## src/rtl/fp_divider.sv

```systemverilog
// Iterative binary32 divider: one-cycle special-case resolution, pre-normalisation of
// finite operands, then a restoring divider producing one quotient bit per cycle.
module fp_divider (
    input  logic        clk,
    input  logic        n_rst,
    input  logic [31:0] A,
    input  logic [31:0] B,
    input  logic        in_valid,
    output logic        in_ready,
    output logic [31:0] O,
    output logic        out_valid,
    input  logic        out_ready
);

    typedef enum logic [2:0] {
        S_IDLE = 3'd0,
        S_NORM = 3'd1,
        S_DIV  = 3'd2,
        S_PACK = 3'd3,
        S_DONE = 3'd4
    } state_t;

    function automatic logic f_is_nan(input logic [31:0] x);
        return (x[30:23] == 8'hFF) && (x[22:0] != 23'h0);
    endfunction

    function automatic logic f_is_inf(input logic [31:0] x);
        return (x[30:23] == 8'hFF) && (x[22:0] == 23'h0);
    endfunction

    function automatic logic f_is_zero(input logic [31:0] x);
        return x[30:0] == 31'h0;
    endfunction

    function automatic logic [23:0] f_mant(input logic [31:0] x);
        return {(x[30:23] != 8'h00), x[22:0]};
    endfunction

    // Denormals carry the same scale as exponent field 1.
    function automatic logic signed [9:0] f_exp(input logic [31:0] x);
        return (x[30:23] == 8'h00) ? 10'sd1 : $signed({2'b00, x[30:23]});
    endfunction

    state_t             state_q, state_d;
    logic [23:0]        ma_q, ma_d, mb_q, mb_d;
    logic signed [9:0]  ea_q, ea_d, eb_q, eb_d;
    logic               sign_q, sign_d;
    logic [25:0]        rem_q, rem_d;
    logic [24:0]        quo_q, quo_d;
    logic [4:0]         cnt_q, cnt_d;
    logic [31:0]        o_q, o_d;

    logic               a_nan_s, b_nan_s, a_inf_s, b_inf_s, a_zero_s, b_zero_s, sign_s;
    logic               rem_ge_s;
    logic [25:0]        rem_sub_s;
    logic signed [9:0]  e_pack_s;
    logic [22:0]        mant_pack_s;

    assign a_nan_s   = f_is_nan(A);
    assign b_nan_s   = f_is_nan(B);
    assign a_inf_s   = f_is_inf(A);
    assign b_inf_s   = f_is_inf(B);
    assign a_zero_s  = f_is_zero(A);
    assign b_zero_s  = f_is_zero(B);
    assign sign_s    = A[31] ^ B[31];

    assign rem_ge_s  = rem_q >= {2'b00, mb_q};
    assign rem_sub_s = rem_q - {2'b00, mb_q};

    // A quotient below 1.0 needs one extra bit of left alignment and one less exponent.
    assign e_pack_s    = ea_q - eb_q + (quo_q[24] ? 10'sd127 : 10'sd126);
    assign mant_pack_s = quo_q[24] ? quo_q[23:1] : quo_q[22:0];

    assign in_ready  = (state_q == S_IDLE);
    assign out_valid = (state_q == S_DONE);
    assign O         = o_q;

    // Next-state and datapath update for every state.
    always_comb begin
        state_d = state_q;
        ma_d    = ma_q;
        mb_d    = mb_q;
        ea_d    = ea_q;
        eb_d    = eb_q;
        sign_d  = sign_q;
        rem_d   = rem_q;
        quo_d   = quo_q;
        cnt_d   = cnt_q;
        o_d     = o_q;
        case (state_q)
            S_IDLE: begin
                if (in_valid) begin
                    state_d = S_DONE;
                    if (a_nan_s) begin
                        o_d = A;
                    end else if (b_nan_s) begin
                        o_d = B;
                    end else if ((a_inf_s && b_inf_s) || (a_zero_s && b_zero_s)) begin
                        o_d = 32'h7FC0_0000;
                    end else if (a_inf_s || b_zero_s) begin
                        o_d = {sign_s, 8'hFF, 23'h0};
                    end else if (b_inf_s || a_zero_s) begin
                        o_d = {sign_s, 31'h0};
                    end else begin
                        state_d = S_NORM;
                        sign_d  = sign_s;
                        ma_d    = f_mant(A);
                        mb_d    = f_mant(B);
                        ea_d    = f_exp(A);
                        eb_d    = f_exp(B);
                    end
                end else begin
                    state_d = S_IDLE;
                end
            end
            S_NORM: begin
                if (ma_q[23] && mb_q[23]) begin
                    state_d = S_DIV;
                    rem_d   = {2'b00, ma_q};
                    quo_d   = 25'h0;
                    cnt_d   = 5'd24;
                end else begin
                    if (!ma_q[23]) begin
                        ma_d = {ma_q[22:0], 1'b0};
                        ea_d = ea_q - 10'sd1;
                    end else begin
                        ma_d = ma_q;
                    end
                    if (!mb_q[23]) begin
                        mb_d = {mb_q[22:0], 1'b0};
                        eb_d = eb_q - 10'sd1;
                    end else begin
                        mb_d = mb_q;
                    end
                end
            end
            S_DIV: begin
                quo_d = {quo_q[23:0], rem_ge_s};
                rem_d = (rem_ge_s ? rem_sub_s : rem_q) << 1;
                if (cnt_q == 5'd0) begin
                    state_d = S_PACK;
                end else begin
                    cnt_d = cnt_q - 5'd1;
                end
            end
            S_PACK: begin
                state_d = S_DONE;
                if (e_pack_s >= 10'sd255) begin
                    o_d = {sign_q, 8'hFF, 23'h0};
                end else if (e_pack_s <= 10'sd0) begin
                    o_d = {sign_q, 31'h0};
                end else begin
                    o_d = {sign_q, e_pack_s[7:0], mant_pack_s};
                end
            end
            S_DONE: begin
                if (out_ready) begin
                    state_d = S_IDLE;
                end else begin
                    state_d = S_DONE;
                end
            end
            default: begin
                state_d = S_IDLE;
            end
        endcase
    end

    // State and datapath registers; reset discards any in-flight operation.
    always_ff @(posedge clk or negedge n_rst) begin
        if (!n_rst) begin
            state_q <= S_IDLE;
            ma_q    <= 24'h0;
            mb_q    <= 24'h0;
            ea_q    <= 10'sd0;
            eb_q    <= 10'sd0;
            sign_q  <= 1'b0;
            rem_q   <= 26'h0;
            quo_q   <= 25'h0;
            cnt_q   <= 5'd0;
            o_q     <= 32'h0;
        end else begin
            state_q <= state_d;
            ma_q    <= ma_d;
            mb_q    <= mb_d;
            ea_q    <= ea_d;
            eb_q    <= eb_d;
            sign_q  <= sign_d;
            rem_q   <= rem_d;
            quo_q   <= quo_d;
            cnt_q   <= cnt_d;
            o_q     <= o_d;
        end
    end

endmodule

```

## config.mk

```make
export PLATFORM = sky130hd
export DESIGN_NAME = fp_divider
export DESIGN_NICKNAME = d
export VERILOG_FILES = /design/src/rtl/fp_divider.sv
export SDC_FILE = /design/constraint.sdc
export NUM_CORES = 1
export LEC_CHECK = 0
export ABC_AREA = 1
export CAP_MARGIN = 20
export CORE_ASPECT_RATIO = 1.5
export CORE_MARGIN = 2
export CORE_UTILIZATION = 50
export DETAILED_ROUTE_END_ITERATION = 6
export GPL_ROUTABILITY_DRIVEN = 0
export GPL_TIMING_DRIVEN = 0
export PLACE_DENSITY = 0.72
export SETUP_SLACK_MARGIN = 0.1
export SLEW_MARGIN = 20
export SYNTH_ARGS = -nofsm -noshare
export SYNTH_HDL_FRONTEND = slang
export SYNTH_SLANG_ARGS = --single-unit
```

## constraint.sdc

```tcl
create_clock -name clk -period 3.3 [get_ports clk]
set_input_delay 0.66 -clock clk [delete_from_list [all_inputs] [get_ports clk]]
set_output_delay 0.66 -clock clk [all_outputs]
set_load 0.005 [all_outputs]
```

==> impl_metrics.json <==
{
  "outcome": "finished, violations left",
  "violations": "DRC",
  "crit_fanout": 10,
  "drt_first_pass_iters": 7,
  "cp_slowest_cell": "fa_2",
  "clock-sinks": 160,
  "cap_violations": 0,
  "p_total_uw": 17600,
  "avgSynthCellArea_sq_um": 6.67,
  "critPathCaptureType": "flop",
  "rr_startpoint": "quo_q[24]",
  "core_sq_mm": 0.0242,
  "ant_nets": 0,
  "cp.buffers_inverters": 5,
  "cpLargestDelayFamily": "adder cells",
  "die_area_sq_mm": 0.0258,
  "cts_buffers": 17,
  "rows": 70,
  "synth_largest_area_cell": "dfrtp_1",
  "crit_path_max_incr_delay_ns": 0.40,
  "synthFlopType": "dfrtp_1",
  "cp_num_cells": 17,
  "arrival_ns": 3.42,
  "final_nets": 2075,
  "slew_violations": 0,
  "min_period_ns": 3.04,
  "hold_slack_ns": 0.135,
  "clock_path_buffers": 2,
  "start_util_pct": 50.6,
  "rrSetupSlack_ns": 0.26,
  "grt.overflow.total": 0,
  "ff2ff_path_depth": 17,
  "grt_max_degree": 97,
  "cts_max_level": 4,
  "slew-limit-headroom_pct": 47.6,
  "synth_edf_count": 0,
  "layout-drive-gt1-share_pct": 7.76,
  "syn-cell-area_sq_mm": 0.0122,
  "num_io_pins": 102,
  "drc": 7,
  "hp-class": "in2async",
  "yosysWarnings": 0,
  "drt_iter0_drc": 953,
  "setup_viol": 0,
  "ctsRootBufferMaster": "clkbuf_16",
  "syn_nets": 1949,
  "portBuffers": 101,
  "yosys-top-cells-area": "dfrtp_1 (33%), nand2_1 (15%), inv_1 (7.6%), o21ai_0 (5.6%), nand3_1 (5.5%)",
  "grt_pass1_wl_um": 66300,
  "die_y_um": 196,
  "ys_ff_latch": 160,
  "critPathRequiredTime_ns": 3.67,
  "cts_tree": "done",
  "worstPathCellList": "buf_6, buf_6, inv_2, ha_1, inv_1, ha_2, fa_2, nand3_1, nand2_1, nand2_1, nand2_1, nand3_2, nor2_4, a21oi_4, buf_4, nand3_1, a21oi_1",
  "diodes": 0,
  "fin_skew_ns": 0.00715,
  "antenna_found_initial": 0,
  "rsz0062_at_grt": "false",
  "synth_top_area_share_pct": 32.7,
  "fin_crit_sh_pct": 92.3,
  "async_flop_share_pct": 100,
  "wire_per_inst_um": 18.5,
  "worst_pin_slew_ns": 0.787,
  "via_per_inst": 5.66,
  "clock_latency_ns": 0.45,
  "routed_wl_um": 42500,
  "yosysSeqAreaShare_pct": 32.7,
  "synth_cells": 1833,
  "grt_pass1_vias": 12900,
  "vias": 13000,
  "path_class": "reg2reg",
  "die_x_um": 132,
  "ir_drop_uv": 1010,
  "fin_util_pct": 59.7,
  "post_synth_num_cell_types": 51,
  "dp_hpwl_um": 34100,
  "power.density_mw_per_mm2": 1220,
  "p_leak_uw": 0.00710,
  "finalHoldViolCount": 0,
  "max_freq_ghz": 0.328,
  "r2r_end": "O[8]",
  "grt_usage_pct": 33.1,
  "cp-start-kind": "flop",
  "cpMostUsedCell": "nand2_1",
  "cts.clk_slew.worst_paths_ns": 0.06,
  "fill_cells": 2365,
  "syn_to_final_growth_pct": 18.0
}
## layout make-up
class	count	area [sq um]	area share, %
buffer	85	544	3.77
clock buffer	20	457	3.16
clock inverter	11	153	1.06
inverter	258	970	6.72
multi-input combinational	1330	6820	47.2
sequential	160	4000	27.7
tap	324	405	2.81
timing repair buffer	107	1080	7.49
## metrics by stage
step           cells  setup slack (ns)  TNS, ns  cell area [sq um]
5_1_grt         2295             0.120        0              14400
2_1_floorplan   1833             0.258        0              12200
4_1_cts         2292             0.131        0              14400
3_5_place_dp    2259            -0.618   -16.40              13700
3_3_place_gp    2258             -5.10  -826.63              13600
6_report        2295             0.255        0              14400
## sequential cells by signal (all words and copies together), names as in the netlist
register / count
eb_q: 10
sign_q: 1
mb_q: 24
rem_q: 26
ma_q: 24
O: 32
ea_q: 10
quo_q: 25
state_q: 3
cnt_q: 5
## synthesized netlist by cell type, types with 11 or more instances
cell type,number
nand2_1,505
inv_1,248
dfrtp_1,160
nor2_1,152
o21ai_0,136
nand3_1,135
nand4_1,98
a21oi_1,94
ha_1,46
clkbuf_1,28
buf_2,25
o22ai_1,25
o21ai_1,18
xor2_1,16
o31ai_1,15
buf_4,13
nor2_2,11
o211ai_1,11
## worst register-to-register path, cell delays in order, from the launching register on
cell	delay, ns
dfrtp_1	0.36
buf_6	0.14
buf_6	0.14
inv_2	0.07
ha_1	0.27
inv_1	0.04
ha_2	0.20
fa_2	0.40
nand3_1	0.12
nand2_1	0.09
nand2_1	0.12
nand2_1	0.10
nand3_2	0.11
nor2_4	0.06
a21oi_4	0.29
buf_4	0.21
nand3_1	0.09
a21oi_1	0.16
## metal layers
layer | global-route usage, % | up-vias | part of all wire (%)
met4 | 28.1 | 0 | 9.1
li1 | - | 6267 | -
met5 | 0 | - | 0
met1 | 33.8 | 6029 | 36
met2 | 58.2 | 518 | 50
met3 | 5.97 | 181 | 5.8
## layout by cell type, fill, tap and decap left out, types with 12 or more instances in the layout
master           netlist  layout
a21oi_1               94      94
buf_2                 25      23
buf_4                 13      19
buf_6                  9      12
clkbuf_1              28      27
clkbuf_16              0      17
clkdlybuf4s50_1        0     100
dfrtp_1              160     160
ha_1                  46      45
inv_1                248     246
nand2_1              505     502
nand3_1              135     133
nand4_1               98      98
nor2_1               152     146
nor2_2                11      15
o21ai_0              136     135
o21ai_1               18      18
o22ai_1               25      25
o31ai_1               15      15
xor2_1                16      16
## worst max path at each step
| stage | slack (ns) | end | startpoint |
|---|---|---|---|
| detailed placement | -0.62 | O[8] | quo_q[24] |
| finish | 0.26 | O[8] | quo_q[24] |
| floorplan | 0.26 | O[15] | quo_q[24] |
| global placement | -5.10 | cnt_q[3] | n_rst |
| global route | 0.12 | O[24] | quo_q[24] |
| CTS | 0.13 | O[8] | quo_q[24] |
## cells by family (layout without fill, tap and decap cells)
| group | after synthesis | count (layout) | share of synthesized area [%] |
|---|---|---|---|
| buf+inv | 343 | 481 | 12.1 |
| compound gates | 319 | 319 | 14.4 |
| simple gates | 941 | 941 | 34.1 |
| flops | 160 | 160 | 32.7 |
| xor+xnor | 22 | 22 | 1.58 |
| fa+ha+maj | 48 | 48 | 5.03 |
## power by group
| part | total (uW) | switching (uW) | internal [uW] |
|---|---|---|---|
| sequential | 3470 | 722 | 2750 |
| clock | 2090 | 863 | 1230 |
| combinational | 12000 | 7770 | 4210 |
| total | 17600 | 9360 | 8190 |
## repair_timing
| action | CTS | global route |
|---|---|---|
| buffers inserted | 2 | 2 |
| hold buffers | 0 | 0 |
| pin swaps | 1 | 6 |
| endpoints found under the setup margin | 56 | 53 |
| cloned | 0 | 1 |
| resized for setup | 22 | 15 |
(Power assumes the default switching activity.)
